[config.mk]
export PLATFORM = sky130hd
export DESIGN_NAME = pipe_hazard_ctrl
export DESIGN_NICKNAME = d
export VERILOG_FILES = /design/src/rtl/pipe_hazard_ctrl.sv
export SDC_FILE = /design/constraint.sdc
export NUM_CORES = 1
export LEC_CHECK = 0
export ABC_CLOCK_PERIOD_IN_PS = 4500
export BUFFER_PORTS_ARGS = -buffer_cell sky130_fd_sc_hd__buf_4
export CAP_MARGIN = 20
export CORE_ASPECT_RATIO = 1.1
export CORE_MARGIN = 2
export CORE_UTILIZATION = 43
export CTS_BUF_LIST = sky130_fd_sc_hd__clkbuf_16
export CTS_CLUSTER_SIZE = 12
export DETAILED_ROUTE_END_ITERATION = 10
export GPL_TIMING_DRIVEN = 0
export PLACE_DENSITY_LB_ADDON = 0.15
export SLEW_MARGIN = 0
export SYNTH_ARGS = -nofsm -noshare
export SYNTH_HDL_FRONTEND = slang
export SYNTH_SLANG_ARGS = --single-unit
[constraint.sdc]
create_clock -name clk -period 4.5 [get_ports clk]
set_input_delay 1.35 -clock clk [delete_from_list [all_inputs] [get_ports clk]]
set_output_delay 1.35 -clock clk [all_outputs]
set_load 0.02 [all_outputs]
[src/rtl/pipe_hazard_ctrl.sv]
// Stall/flush scheduler for the five-stage RV32 pipeline: load-use stalls,
// data-memory freezes with timeout, multi-cycle front-end flush, statistics.
module pipe_hazard_ctrl #(
   parameter int REG_ADDR_WIDTH = 5,
   parameter int FLUSH_CYCLES   = 2,
   parameter int TIMEOUT        = 16,
   parameter int CNT_WIDTH      = 32
) (
   input  logic                      clk,
   input  logic                      rst,
   input  logic [REG_ADDR_WIDTH-1:0] id_rs1,
   input  logic [REG_ADDR_WIDTH-1:0] id_rs2,
   input  logic                      id_rs1_used,
   input  logic                      id_rs2_used,
   input  logic                      ex_mem_read,
   input  logic [REG_ADDR_WIDTH-1:0] ex_wreg_addr,
   input  logic                      ex_jump,
   input  logic                      dmem_req,
   input  logic                      dmem_ready,
   input  logic                      clr_cnt,
   output logic                      pc_hold,
   output logic                      if_id_hold,
   output logic                      if_id_flush,
   output logic                      id_ex_hold,
   output logic                      id_ex_bubble,
   output logic                      ex_mem_hold,
   output logic                      mem_wb_bubble,
   output logic [1:0]                state_o,
   output logic                      timeout_err,
   output logic [CNT_WIDTH-1:0]      stall_cycles,
   output logic [CNT_WIDTH-1:0]      flush_events
);

   localparam int WAIT_W      = (TIMEOUT > 1) ? $clog2(TIMEOUT + 1) : 1;
   localparam int FCNT_W      = (FLUSH_CYCLES > 2) ? $clog2(FLUSH_CYCLES) : 1;
   localparam bit MULTI_FLUSH = (FLUSH_CYCLES > 1);

   typedef enum logic [1:0] {
      ST_RUN      = 2'd0,
      ST_MEM_WAIT = 2'd1,
      ST_FLUSH    = 2'd2
   } state_e;

   function automatic logic src_hit(input logic                      used,
                                    input logic [REG_ADDR_WIDTH-1:0] src,
                                    input logic [REG_ADDR_WIDTH-1:0] dst);
      return used & (src == dst);
   endfunction

   function automatic logic [CNT_WIDTH-1:0] sat_inc(input logic [CNT_WIDTH-1:0] v);
      logic [CNT_WIDTH-1:0] r;
      if (&v) begin
         r = v;
      end else begin
         r = v + {{(CNT_WIDTH-1){1'b0}}, 1'b1};
      end
      return r;
   endfunction

   state_e                state_q, state_d;
   logic [FCNT_W-1:0]     fcnt_q, fcnt_d;
   logic [WAIT_W-1:0]     wait_cnt_q, wait_cnt_d;
   logic                  timeout_err_q, timeout_err_d;
   logic [CNT_WIDTH-1:0]  stall_q, stall_d;
   logic [CNT_WIDTH-1:0]  flush_q, flush_d;

   logic mem_busy_s;
   logic load_use_s;
   logic wait_expired_s;
   logic flush_accept_s;
   logic pc_hold_s, if_id_hold_s, if_id_flush_s, id_ex_hold_s;
   logic id_ex_bubble_s, ex_mem_hold_s, mem_wb_bubble_s;

   assign mem_busy_s     = dmem_req & ~dmem_ready;
   assign load_use_s     = ex_mem_read & (ex_wreg_addr != {REG_ADDR_WIDTH{1'b0}}) &
                           (src_hit(id_rs1_used, id_rs1, ex_wreg_addr) |
                            src_hit(id_rs2_used, id_rs2, ex_wreg_addr));
   assign wait_expired_s = (wait_cnt_q == WAIT_W'(TIMEOUT));

   // Next-state and raw pipeline-control decode.
   always_comb begin
      state_d         = state_q;
      fcnt_d          = fcnt_q;
      wait_cnt_d      = wait_cnt_q;
      timeout_err_d   = timeout_err_q;
      flush_accept_s  = 1'b0;
      pc_hold_s       = 1'b0;
      if_id_hold_s    = 1'b0;
      if_id_flush_s   = 1'b0;
      id_ex_hold_s    = 1'b0;
      id_ex_bubble_s  = 1'b0;
      ex_mem_hold_s   = 1'b0;
      mem_wb_bubble_s = 1'b0;
      case (state_q)
         ST_RUN: begin
            if (mem_busy_s) begin
               pc_hold_s       = 1'b1;
               if_id_hold_s    = 1'b1;
               id_ex_hold_s    = 1'b1;
               ex_mem_hold_s   = 1'b1;
               mem_wb_bubble_s = 1'b1;
               wait_cnt_d      = WAIT_W'(1);
               state_d         = ST_MEM_WAIT;
            end else if (ex_jump) begin
               if_id_flush_s  = 1'b1;
               id_ex_bubble_s = 1'b1;
               flush_accept_s = 1'b1;
               wait_cnt_d     = {WAIT_W{1'b0}};
               if (MULTI_FLUSH) begin
                  fcnt_d  = FCNT_W'(FLUSH_CYCLES - 1);
                  state_d = ST_FLUSH;
               end else begin
                  state_d = ST_RUN;
               end
            end else if (load_use_s) begin
               pc_hold_s      = 1'b1;
               if_id_hold_s   = 1'b1;
               id_ex_bubble_s = 1'b1;
               wait_cnt_d     = {WAIT_W{1'b0}};
            end else begin
               wait_cnt_d = {WAIT_W{1'b0}};
            end
         end
         ST_MEM_WAIT: begin
            if (dmem_ready) begin
               wait_cnt_d = {WAIT_W{1'b0}};
               state_d    = ST_RUN;
            end else if (wait_expired_s) begin
               // Access is abandoned: only the MEM/WB result is squashed.
               timeout_err_d   = 1'b1;
               mem_wb_bubble_s = 1'b1;
               wait_cnt_d      = {WAIT_W{1'b0}};
               state_d         = ST_RUN;
            end else begin
               pc_hold_s       = 1'b1;
               if_id_hold_s    = 1'b1;
               id_ex_hold_s    = 1'b1;
               ex_mem_hold_s   = 1'b1;
               mem_wb_bubble_s = 1'b1;
               wait_cnt_d      = wait_cnt_q + WAIT_W'(1);
            end
         end
         ST_FLUSH: begin
            if_id_flush_s  = 1'b1;
            id_ex_bubble_s = 1'b1;
            if (mem_busy_s && !wait_expired_s) begin
               pc_hold_s       = 1'b1;
               ex_mem_hold_s   = 1'b1;
               mem_wb_bubble_s = 1'b1;
               wait_cnt_d      = wait_cnt_q + WAIT_W'(1);
            end else begin
               if (mem_busy_s) begin
                  timeout_err_d   = 1'b1;
                  mem_wb_bubble_s = 1'b1;
               end else begin
                  timeout_err_d = timeout_err_q;
               end
               wait_cnt_d = {WAIT_W{1'b0}};
               fcnt_d     = fcnt_q - FCNT_W'(1);
               if (fcnt_q == FCNT_W'(1)) begin
                  state_d = ST_RUN;
               end else begin
                  state_d = ST_FLUSH;
               end
            end
         end
         default: begin
            state_d    = ST_RUN;
            fcnt_d     = {FCNT_W{1'b0}};
            wait_cnt_d = {WAIT_W{1'b0}};
         end
      endcase
   end

   // Controls are forced inactive while reset is asserted.
   always_comb begin
      pc_hold       = pc_hold_s       & ~rst;
      if_id_hold    = if_id_hold_s    & ~rst;
      if_id_flush   = if_id_flush_s   & ~rst;
      id_ex_hold    = id_ex_hold_s    & ~rst;
      id_ex_bubble  = id_ex_bubble_s  & ~rst;
      ex_mem_hold   = ex_mem_hold_s   & ~rst;
      mem_wb_bubble = mem_wb_bubble_s & ~rst;
   end

   // Saturating statistics; clear has priority over counting.
   always_comb begin
      stall_d = stall_q;
      flush_d = flush_q;
      if (clr_cnt) begin
         stall_d = {CNT_WIDTH{1'b0}};
         flush_d = {CNT_WIDTH{1'b0}};
      end else begin
         if (pc_hold) begin
            stall_d = sat_inc(stall_q);
         end else begin
            stall_d = stall_q;
         end
         if (flush_accept_s) begin
            flush_d = sat_inc(flush_q);
         end else begin
            flush_d = flush_q;
         end
      end
   end

   // State, counters and sticky error register.
   always_ff @(posedge clk or posedge rst) begin
      if (rst) begin
         state_q       <= ST_RUN;
         fcnt_q        <= {FCNT_W{1'b0}};
         wait_cnt_q    <= {WAIT_W{1'b0}};
         timeout_err_q <= 1'b0;
         stall_q       <= {CNT_WIDTH{1'b0}};
         flush_q       <= {CNT_WIDTH{1'b0}};
      end else begin
         state_q       <= state_d;
         fcnt_q        <= fcnt_d;
         wait_cnt_q    <= wait_cnt_d;
         timeout_err_q <= timeout_err_d;
         stall_q       <= stall_d;
         flush_q       <= flush_d;
      end
   end

   assign state_o      = state_q;
   assign timeout_err  = timeout_err_q;
   assign stall_cycles = stall_q;
   assign flush_events = flush_q;

endmodule

==> impl_results.md <==
* Core ar. at 0.00994 sq mm
* Full die area at 0.0111 sq mm
* Buffers on Ports at 96
* Fill cells at 907
* Worst-path clk slew at around 0.05 ns
* DRC at 0
* Max cap viols at 0
* Final RePlAce weighted congestion at around 0.96
* Placed wire-length estimate at 8490 microns
* Initial antenna violation count at 0
* CP Launch Point: ex_wreg_addr[1]
* Pint at 1.20 mW
* Fin nets at about 630
* Post-synth cell types at 53
* Synth async-reset ratio at 1.00
* Syn Nets at 516
* Min-Delay Path Class: reg -> reg
* RR Startpoint: wait_cnt_q[0]$_DFF_PP0_
* Sw Share at 0.279
* Lkg Pwr at 2.37 nW
* YS warnings at 0
* Setup_tns at 0 ns
* Clock sinks at 73
* Yosys reg bits at 73
* Seq/Total Area, Yosys at 0.415
* Final Hold Viols at 0
* Critical path required time at 3.15 ns
* Post-Syn Area per Cell at between 9 and 10 sq um
* RSZ-0062 raised after global routing: no
* CTS Root Cell: clkbuf_16
* Overflow left after global routing at 0
* WL/cell at roughly 17 microns
* Kind of critical path: in -> out
* Post-DR vias/cell at 5.85
* Peak VDD IR at 220 uV
* Die Y at 110 microns
* Number of top-level pins at between 90 and 100
* Endpoints failing setup at 0
* Vias in the first global route at 4034
* CTS Buffer Depth at 2
* Clock Skew at 0.00757 ns
* Die X at between 100 and 150 microns
* CTS tree: built
* Rows at 38
* Synth-to-Final Area Change at 27.2%
* Cell count after synthesis at 488
* Worst setup SP type: input port
* PD cells at 298 mW/mm^2
* Hold path depth at 1
* Initial Util at 0.443
* Layout cell share with drive strength beyond 1 at 0.246
* Sequential power share at 0.418
* CTS buffer count at 9
* CTS H-Tree Depth at 3
* Final Max Tran Viols at 0
* Clock Latency Late Sink at ~0.34 ns
* 1st-iter DRT viols at between 200 and 250
* CTS Hold Bufs at 0
* Psw at between 0.4 and 0.5 mW
* Final WL at 12000 microns
* Final min period at 4.30 ns
* Worst-margin pin slew at 0.535 ns
* Reg2reg end: stall_cycles[9]$_DFFE_PP0P_
* First-pass GRT wire length at just under 20000 microns
* Util after Layout at 0.563
* Tot Pwr at 1.67 mW
* F_max at around 230 MHz
* Slew HR at 0.634
* Predominant post-synthesis flop cell: dfrtp_1
* Worst-path maximum fanout at 14
* Arrival time of the worst setup path at between 2 and 3 ns
* Synthesized area at 0.00440 sq mm
* Diode count at 0
* Crit path to: pc_hold
* Vias after detailed routing at 4226
* Final Cycle Share at 0.955
* Status: finished clean
* Number of enable flip-flop cells after synthesis at 0
* Pin count of the biggest net entering global routing at 72
* Combinational group share of total power at 0.160
* GRT Total Usage at 0.223
* Drt first pass iters at 5
* Critical Path End Type: output port
* Worst reg2reg path depth at 10
* Clk network pwr share at 0.422
* Post-route ant nets at 0
* Reg-to-reg slack, setup at 1.97 ns
## power groups by stage
stage	clock [mW]	sequential [mW]	combinational, mW
final	0.704	0.698	0.267
after detailed placement	0	0.709	0.270
after CTS	0.715	0.698	0.270
after global routing	0.751	0.700	0.296
after floorplan	0	0.716	0.156
after global placement	0	0.708	0.259
## cells in the final DEF (no fill, tap or decap), types with 6 or more instances in the layout
master / synthesis / routed
a2111oi_0: 6 / 6
a21oi_1: 26 / 26
and3_1: 13 / 13
and4_1: 6 / 6
buf_2: 8 / 8
buf_4: 6 / 103
clkbuf_1: 16 / 16
clkbuf_16: 0 / 9
dfrtp_1: 73 / 73
inv_1: 13 / 12
mux2_2: 8 / 8
nand2_1: 24 / 24
nand3_1: 32 / 32
nand4_1: 17 / 17
nor2_1: 60 / 60
nor2b_1: 6 / 6
nor3_1: 15 / 15
nor4_1: 12 / 12
o31ai_1: 21 / 21
or4_1: 22 / 22
xnor2_1: 36 / 36
xor2_1: 8 / 8
## registers in the layout, indices dropped and copies added (netlist names)
name,cells
fcnt_q,1
stall_cycles,32
wait_cnt_q,5
flush_events,32
timeout_err,1
state_o,2
## critical path, stage by stage
cell,delay (ns)
buf_4,0.13
or4_1,0.54
o21ai_2,0.16
nor4b_2,0.08
a21oi_2,0.26
buf_6,0.21
inv_1,0.07
buf_4,0.15
## kinds of logic (layout without fill, tap and decap cells)
group	after synthesis	in the layout	synth area share
AO/OA/AOI/OAI	79	79	0.121
multiplexers	8	8	0.0205
AND/OR/NAND/NOR	235	235	0.297
adder cells (fa/ha/maj)	4	4	0.0114
buffers and inverters	45	159	0.0475
flip-flops	73	73	0.415
XOR/XNOR	44	44	0.0876
## through the flow
step	instance area [sq um]	cells	hold WS, ns	setup slack, ns
finish	5590	722	0.465	0.202
global route	5590	722	0.498	0.117
CTS	5590	721	0.471	0.0174
detailed placement	5300	705	0.456	0.0177
global placement	5270	704	0.456	0.0169
floorplan	4400	488	0.479	0.484
## area by class of cell
class	count	area (sq um)	area share
plain buffers	31	153	0.0273
flip-flops and latches	73	1830	0.327
inverters	13	51.3	0.00917
well taps	120	150	0.0268
clock buffers	9	225	0.0403
multi-input cells	370	2360	0.423
clock inverters	7	61.3	0.0110
repair buffers	99	763	0.136
## cell usage after synthesis (6+ instances only)
library cell  number  area, sq um
xnor2_1           36          315
a2111oi_0          6         52.6
and3_1            13         81.3
xor2_1             8         70.1
nor3_1            15         75.1
clkbuf_1          16         60.1
a21oi_1           26          130
buf_4              6         45.0
o31ai_1           21          158
nor2b_1            6         37.5
nor4_1            12         75.1
nand3_1           32          160
nand4_1           17          106
and4_1             6         52.6
or4_1             22          165
buf_2              8         40.0
mux2_2             8         90.1
nand2_1           24         90.1
nor2_1            60          225
inv_1             13         48.8
dfrtp_1           73         1830
## per-layer routing
metal / global-route usage / part of all wire / routed length, microns
met3: 0.0536 / 0.050 / 603
met4: 0.0861 / 0.011 / 127
met5: 0 / 0 / 0
met2: 0.366 / 0.49 / 5860
met1: 0.286 / 0.45 / 5370
## how the worst min path moves through the flow
stage                                    endpoint  slack, ns                    start
after detailed placement  timeout_err$_DFFE_PP0P_       0.46  timeout_err$_DFFE_PP0P_
after global placement    timeout_err$_DFFE_PP0P_       0.46  timeout_err$_DFFE_PP0P_
final                     timeout_err$_DFFE_PP0P_       0.47  timeout_err$_DFFE_PP0P_
after CTS                 timeout_err$_DFFE_PP0P_       0.47  timeout_err$_DFFE_PP0P_
after global routing      timeout_err$_DFFE_PP0P_       0.50  timeout_err$_DFFE_PP0P_
after floorplan           wait_cnt_q[0]$_DFF_PP0_       0.48  wait_cnt_q[0]$_DFF_PP0_
## repair_timing
item                                    4_1_cts  5_1_grt
resized for setup                             0        0
setup buffers                                 0        2
endpoints found under the setup margin        0        1
No activity file was read; power rests on OpenSTA's default activity.
